===== src/rtl/apb_reg_bank.sv =====
// APB-style slave register bank: byte-lane strobes, fixed wait-state insertion,
// per-register write protection and an error response for bad accesses.
module apb_reg_bank #(
  parameter int                    DATA_WIDTH  = 32,
  parameter int                    DEPTH       = 16,
  parameter int                    ADDR_WIDTH  = $clog2(DEPTH),
  parameter logic [DATA_WIDTH-1:0] RESET_VAL   = '0,
  parameter int                    WAIT_STATES = 0,
  parameter logic [DEPTH-1:0]      RO_MASK     = '0
) (
  input  logic                    clk,
  input  logic                    reset_n,
  input  logic [ADDR_WIDTH-1:0]   addr,
  input  logic                    wr,
  input  logic [DATA_WIDTH-1:0]   wdata,
  input  logic [DATA_WIDTH/8-1:0] strb,
  input  logic                    sel,
  input  logic                    enable,
  output logic                    ready,
  output logic [DATA_WIDTH-1:0]   rdata,
  output logic                    slverr
);

  localparam int                  NUM_LANES = DATA_WIDTH / 8;
  localparam logic [3:0]          WAIT_LAST = 4'(WAIT_STATES);
  localparam logic [ADDR_WIDTH:0] DEPTH_EXT = (ADDR_WIDTH + 1)'(DEPTH);

  if (DATA_WIDTH % 8 != 0) begin : g_bad_data_width
    $error("apb_reg_bank: DATA_WIDTH must be a multiple of 8");
  end
  if ((2 ** ADDR_WIDTH) < DEPTH) begin : g_bad_addr_width
    $error("apb_reg_bank: ADDR_WIDTH too narrow for DEPTH");
  end
  if (WAIT_STATES < 0 || WAIT_STATES > 15) begin : g_bad_wait_states
    $error("apb_reg_bank: WAIT_STATES must be 0..15");
  end

  typedef enum logic {
    IDLE   = 1'b0,
    ACCESS = 1'b1
  } state_t;

  state_t                  state;
  logic [3:0]              wcnt;
  logic [DATA_WIDTH-1:0]   regs [DEPTH];

  logic                    in_range;
  logic [ADDR_WIDTH-1:0]   idx;
  logic                    err;
  logic                    do_write;

  // Out-of-range addresses are steered to index 0 so the array and mask are
  // never indexed past DEPTH; err already blocks any effect of that access.
  assign in_range = ({1'b0, addr} < DEPTH_EXT);
  assign idx      = in_range ? addr : '0;
  assign err      = !in_range || (wr && RO_MASK[idx]);

  assign ready    = (state == ACCESS) && sel && enable && (wcnt == WAIT_LAST);
  assign slverr   = ready && err;
  assign rdata    = (ready && !wr && !err) ? regs[idx] : '0;
  assign do_write = ready && wr && !err;

  // NOTE: sequential state uses non-blocking assignments so every flop samples
  // pre-edge values regardless of statement order.
  always_ff @(posedge clk or negedge reset_n) begin
    if (!reset_n) begin
      state <= IDLE;
      wcnt  <= '0;
    end else begin
      case (state)
        IDLE: begin
          if (sel) begin
            state <= ACCESS;
            wcnt  <= '0;
          end
        end
        ACCESS: begin
          if (!sel) begin
            state <= IDLE;
          end else if (enable) begin
            if (wcnt == WAIT_LAST) state <= IDLE;
            else                   wcnt  <= wcnt + 4'd1;
          end
        end
        default: state <= IDLE;
      endcase
    end
  end

  // NOTE: the register array is reset like ordinary flops (it is a small
  // register file, not a RAM macro), so RESET_VAL appears without clocking.
  always_ff @(posedge clk or negedge reset_n) begin
    if (!reset_n) begin
      for (int i = 0; i < DEPTH; i++) regs[i] <= RESET_VAL;
    end else if (do_write) begin
      for (int k = 0; k < NUM_LANES; k++) begin
        if (strb[k]) regs[idx][8*k +: 8] <= wdata[8*k +: 8];
      end
    end
  end

endmodule


===== config.mk =====
export PLATFORM = sky130hd
export DESIGN_NAME = apb_reg_bank
export DESIGN_NICKNAME = d
export VERILOG_FILES = /design/src/rtl/apb_reg_bank.sv
export SDC_FILE = /design/constraint.sdc
export NUM_CORES = 1
export LEC_CHECK = 0
export CORE_MARGIN = 2
export CORE_UTILIZATION = 45
export DETAILED_ROUTE_END_ITERATION = 7
export RECOVER_POWER = 100
export SLEW_MARGIN = 20
export SYNTH_ARGS = -nofsm -noshare
export SYNTH_HDL_FRONTEND = slang
export SYNTH_SLANG_ARGS = --single-unit

===== constraint.sdc =====
create_clock -name clk -period 9.05 [get_ports clk]
set_input_delay 2.2625 -clock clk [delete_from_list [all_inputs] [get_ports clk]]
set_output_delay 2.2625 -clock clk [all_outputs]
set_load 0.01 [all_outputs]

==> impl_metrics.env, run 1 <==
export IMPL_synth_area_um2=24320
export IMPL_synth_fp_nets=1585
export IMPL_drt_total_wl_um=55670
export IMPL_tightest_slew_ps=5659
export IMPL_critPathKind="input pin to primary output"
export IMPL_period_share=0.8802
export IMPL_yosysMostFrequentCell="dfrtp_1"
export IMPL_io_pins=79
export IMPL_ys_seq_elements=517
export IMPL_status="finished, violations left"
export IMPL_cts_resized=0
export IMPL_tns_ps=0
export IMPL_drive_above_1_share=0.4659
export IMPL_dieArea_um2=55920
export IMPL_grt_max_degree=142
export IMPL_place_congestion=0.7313
export IMPL_placed_area_um2=25760
export IMPL_synthTopCellsByArea="dfrtp_1 53%, mux2_2 23%, mux4_2 12%"
export IMPL_yosysTopAreaCell="dfrtp_1"
export IMPL_yosys_warnings=0
export IMPL_path_cells="clkbuf_1, buf_4, mux4_2, mux2_2, a221o_1, dlygate4sd3_1"
export IMPL_nets=1643
export IMPL_cp_slowest_cell="clkbuf_1"
export IMPL_grt_total_usage=0.2071
export IMPL_synth_edff_count=0
export IMPL_dieHeight_um=236.5
export IMPL_finalSetupViolCount=0
export IMPL_clockRootBuffer="clkbuf_16"
export IMPL_syn_inst=1538
export IMPL_drtIter0Drc=679
export IMPL_setup_worst_path_start_class="input pin"
export IMPL_cts_sinks=517
export IMPL_critPathMaxStageDelay_ps=910
export IMPL_cp_required_ps=6790
export IMPL_drv_slew=134
export IMPL_start_util=0.4537
export IMPL_cp_num_buf_inv=3
export IMPL_vdd_ir_drop_worst_uv=185.9
export IMPL_core_area_um2=53600
export IMPL_ant_nets=0
export IMPL_max_slew_margin=-2.773
export IMPL_violations="max-capacitance violations, max-slew violations"
export IMPL_fin_crit_ps=7966
export IMPL_grt_pass1_vias=14440
export IMPL_antenna_found_initial=1
export IMPL_die_x_um=236.5
export IMPL_worstPathMaxFanout=52
export IMPL_postCtsHoldBufs=0
export IMPL_cts_setup_buffers=0
export IMPL_cp_top_family="buffers and inverters"
export IMPL_yosysSeqAreaShare=0.5320
export IMPL_cp_arrival_ps=5700
export IMPL_clock_latency_ps=600
export IMPL_drv_cap=2
export IMPL_fmax_mhz=125.5
export IMPL_async_flop_share=1.000
export IMPL_yosys_top_cells_count="517 x dfrtp_1, 499 x mux2_2, 128 x mux4_2"
export IMPL_hold_path_class="flop to flop"
export IMPL_detail_route_vias_per_cell=5.672
export IMPL_fin_skew_ps=18.98
export IMPL_leakage_uw=0.01271
export IMPL_ys_types=42
export IMPL_clkTransAtPathRegs_ps=60
export IMPL_rows=85
export IMPL_grt_ovfl_total=0
export IMPL_wl_per_cell_um=23.83
export IMPL_antennaDiodeCount=0
export IMPL_p_per_area_nw_per_um2=189.6
export IMPL_synthFlopType="dfrtp_1"
export IMPL_hold_viol=0
export IMPL_port_buffers=77
export IMPL_cts_buffers=55
export IMPL_rsz0062_at_grt="false"
export IMPL_htreeDepth=2
export IMPL_yosysTopAreaCellShare=0.5320
export IMPL_fin_area_um2=26930
export IMPL_drc=0
export IMPL_synth_area_per_cell_um2=15.81
export IMPL_end_kind="primary output"
export IMPL_dp_hpwl_um=33680
export IMPL_cts_buffer_depth=3
export IMPL_dr_total_vias=13250
export IMPL_drt_pass1_iter_count=4
export IMPL_cts_tree="done"
export IMPL_area_delta_synth_final_pct=10.72
export IMPL_grt_pass1_wl_um=88420
[flip-flops by register name, summed over array words and instances (netlist names)]
name and flops:
regs 512, wcnt 4, state 1
[layer usage]
metal / global-route usage / vias to the layer above / part of all wire
li1: - / 5799 / -
met1: 0.2905 / 7161 / 0.46
met2: 0.3268 / 202 / 0.47
met3: 0.04465 / 86 / 0.045
met4: 0.05946 / 2 / 0.026
met5: 0 / - / 0.00034
[placed cells by master, fill, tap and decap left out, types with 2 or more instances in the layout]
master,n
dfrtp_1,517
mux2_2,511
mux4_2,128
nand2_1,73
clkbuf_16,57
nor2_1,47
clkdlybuf4s50_1,39
inv_1,36
dlygate4sd3_1,34
o211ai_1,31
mux2_1,28
buf_4,16
clkbuf_1,15
nand2b_1,14
nand3_1,14
clkbuf_8,13
clkinv_2,13
mux2_4,6
nand4_1,5
and3_1,4
bufinv_16,4
buf_12,4
or3_2,2
nor4_2,2
nor4_1,2
ha_1,2
clkinvlp_4,2
[stage by stage]
stage,setup slack (ps),hold WS [ps],util,cells,total power (µW)
6_report,1084,482.3,0.5024,2336,5104
3_3_place_gp,1584,463.6,0.4805,2235,2869
2_1_floorplan,2843,452.4,-,1538,2734
4_1_cts,1491,483.3,0.5151,2336,5189
5_1_grt,872.8,490.3,0.5024,2336,5319
3_5_place_dp,1514,470.7,0.4805,2235,2882
[final cells by class]
class	count	area (µm²)
Fill cell	4652	26670
Tap cell	696	870.8
Clock buffer	81	1647
Timing Repair Buffer	100	982.2
Multi-Input combinational cell	886	10150
Clock inverter	20	209.0
Sequential cell	517	12940
Inverter	36	135.1
[kinds of logic after synthesis]
| group | synth area share |
|---|---|
| other | 0.0001542 |
| buffers and inverters | 0.02392 |
| flip-flops | 0.5320 |
| adder cells (fa/ha/maj) | 0.001029 |
| AO/OA/AOI/OAI | 0.01188 |
| multiplexers | 0.3771 |
| AND/OR/NAND/NOR | 0.05397 |
[power by group]
group	switching, µW	internal, µW	leakage (µW)
clock network	917	1370	0.000921
registers	49.4	2420	0.00716
logic	175	177	0.00463
[path summary, 6_finish.rpt]
kind	startpoint	end	slack, ps	cells past startpoint
setup / recovery	addr[3]	rdata[22]	1080	6
hold / removal	regs[311]$_DFFE_PN0P_	regs[311]$_DFFE_PN0P_	480	1
setup reg to reg	wcnt[0]$_DFFE_PN0P_	regs[499]$_DFFE_PN0P_	4360	7
hold reg to reg	regs[311]$_DFFE_PN0P_	regs[311]$_DFFE_PN0P_	480	1
max in group asynchronous	reset_n	regs[74]$_DFFE_PN0P_	1890	1
min in group asynchronous	reset_n	regs[115]$_DFFE_PN0P_	4000	1
(Power assumes the default switching activity.)
==> run 2: changes to the inputs <==
--- a/config.mk
+++ b/config.mk
@@ -5,11 +5,11 @@
 export SDC_FILE = /design/constraint.sdc
 export NUM_CORES = 1
 export LEC_CHECK = 0
+export ABC_CLOCK_PERIOD_IN_PS = 9050
 export CORE_MARGIN = 2
 export CORE_UTILIZATION = 45
 export DETAILED_ROUTE_END_ITERATION = 7
 export RECOVER_POWER = 100
-export SLEW_MARGIN = 20
 export SYNTH_ARGS = -nofsm -noshare
 export SYNTH_HDL_FRONTEND = slang
 export SYNTH_SLANG_ARGS = --single-unit
==> impl_metrics.env, run 2 (same netlist as run 1, synthesis figures left out) <==
export IMPL_antennaDiodeCount=0
export IMPL_clock_latency_ps=600
export IMPL_hold_depth=1
export IMPL_clkTransAtPathRegs_ps=60
export IMPL_wl_per_cell_um=23.80
export IMPL_hold_path_class="flop to flop"
export IMPL_cp_arrival_ps=5680
export IMPL_grt_pass1_wl_um=88420
export IMPL_cts_buffers=55
export IMPL_cts_tree="done"
export IMPL_postCtsHoldBufs=0
export IMPL_rows=85
export IMPL_r2r_end="regs[499]$_DFFE_PN0P_"
export IMPL_cp_required_ps=6790
export IMPL_grt_pass1_vias=14440
export IMPL_fin_util=0.5023
export IMPL_cts_sinks=517
export IMPL_status="finished, violations left"
export IMPL_detail_route_vias_per_cell=5.671
export IMPL_antenna_found_initial=1
export IMPL_nets=1643
export IMPL_multiInputGateArea_um2=10150
export IMPL_hp_start="regs[311]$_DFFE_PN0P_"
export IMPL_layout_common_cells="517 x dfrtp_1, 511 x mux2_2, 128 x mux4_2"
export IMPL_layout_commonest_cell="dfrtp_1"
export IMPL_largest_register_ffs=512
export IMPL_grt_ovfl_total=0
export IMPL_drv_cap=2
export IMPL_htreeDepth=2
export IMPL_core_area_um2=53600
export IMPL_fin_skew_ps=18.94
export IMPL_grt_total_usage=0.2071
export IMPL_drive_above_1_share=0.4659
export IMPL_dieArea_um2=55920
export IMPL_drt_total_wl_um=55610
export IMPL_holdPathEnd="regs[311]$_DFFE_PN0P_"
export IMPL_path_cells="clkbuf_1, buf_4, mux4_2, mux2_2, a221o_1, dlygate4sd3_1"
export IMPL_top_register="regs"
export IMPL_drt_pass1_iter_count=4
export IMPL_rsz0062_at_grt="false"
export IMPL_violations="max-capacitance violations, max-slew violations"
export IMPL_drv_slew=134
export IMPL_p_per_area_nw_per_um2=189.5
export IMPL_clockRootBuffer="clkbuf_16"
export IMPL_die_x_um=236.5
export IMPL_cts_buffer_depth=3
export IMPL_p_total_uw=5103
export IMPL_r2r_start="wcnt[0]$_DFFE_PN0P_"
export IMPL_place_congestion=0.7313
export IMPL_hold_viol=0
export IMPL_finalSetupViolCount=0
export IMPL_max_slew_margin=-2.724
export IMPL_ant_nets=0
export IMPL_regArea_um2=12940
export IMPL_setup_worst_path_start_class="input pin"
export IMPL_cts_setup_buffers=0
export IMPL_grt_max_degree=142
export IMPL_fmax_mhz=125.8
export IMPL_port_buffers=77
export IMPL_reg_top3="regs x512, wcnt x4, state x1"
export IMPL_rrSetupSlack_ps=4460
export IMPL_area_delta_synth_final_pct=10.71
export IMPL_nFillCells=4654
export IMPL_vdd_ir_drop_worst_uv=185.7
export IMPL_start_util=0.4537
export IMPL_period_share=0.8780
export IMPL_dp_hpwl_um=33680
export IMPL_fin_crit_ps=7946
export IMPL_tightest_slew_ps=5586
export IMPL_drc=0
export IMPL_cp_slowest_cell="clkbuf_1"
export IMPL_leakage_uw=0.01271
export IMPL_worstRegToRegCells=7
export IMPL_dr_total_vias=13250
export IMPL_tns_ps=0
export IMPL_io_pins=79
export IMPL_critPathKind="input pin to primary output"
export IMPL_dieHeight_um=236.5
export IMPL_critPathMaxStageDelay_ps=880
export IMPL_end_kind="primary output"
export IMPL_drtIter0Drc=679
export IMPL_worstPathMaxFanout=52
export IMPL_cts_resized=0
## run 2: critical path, delay by kind of cell
| kind | cells | cell delay, ps |
|---|---|---|
| mux | 2 | 710 |
| compound gates | 1 | 340 |
| buf+inv | 3 | 2350 |
## run 2: worst max path at each step
stage | startpoint | endpoint | slack [ps] | cells after the start
finish | addr[3] | rdata[22] | 1100 | 6
global route | reset_n | regs[205]$_DFFE_PN0P_ | 770 | 2
CTS | enable | rdata[7] | 1490 | 7
detailed placement | enable | rdata[7] | 1510 | 7
global placement | enable | rdata[30] | 1580 | 7
floorplan | addr[0] | rdata[31] | 2840 | 6
## run 2: power breakdown
group          switching (µW)  leakage, µW  internal [µW]
Combinational             174      0.00463            176
Sequential               49.4      0.00716           2420
Clock                     917     0.000921           1370
Total                    1140       0.0127           3960
## run 2: layout make-up
cell class	instances	area share
flip-flops and latches	517	0.4805
multi-input cells	886	0.3768
clock inverters	20	0.007761
inverters	36	0.005019
repair buffers	100	0.03634
well taps	696	0.03235
clock buffers	81	0.06116
## run 2: per-layer routing
layer	wire length, µm	vias to the layer above	GRT usage	part of all wire
li1	-	5800	-	-
met1	25350	7147	0.2905	0.46
met2	26080	212	0.3268	0.47
met3	2697	86	0.04465	0.049
met4	1461	2	0.05946	0.026
met5	19	-	0	0.00034
## run 2: per-stage QoR
| step | setup slack, ps | cell area (µm²) | instances | hold WS (ps) |
|---|---|---|---|---|
| finish | 1104 | 26920 | 2336 | 482.3 |
| global route | 774.9 | 26920 | 2336 | 490.3 |
| CTS | 1491 | 27610 | 2336 | 483.3 |
| detailed placement | 1514 | 25760 | 2235 | 470.7 |
| global placement | 1584 | 25760 | 2235 | 463.6 |
| floorplan | 2843 | 24320 | 1538 | 452.4 |
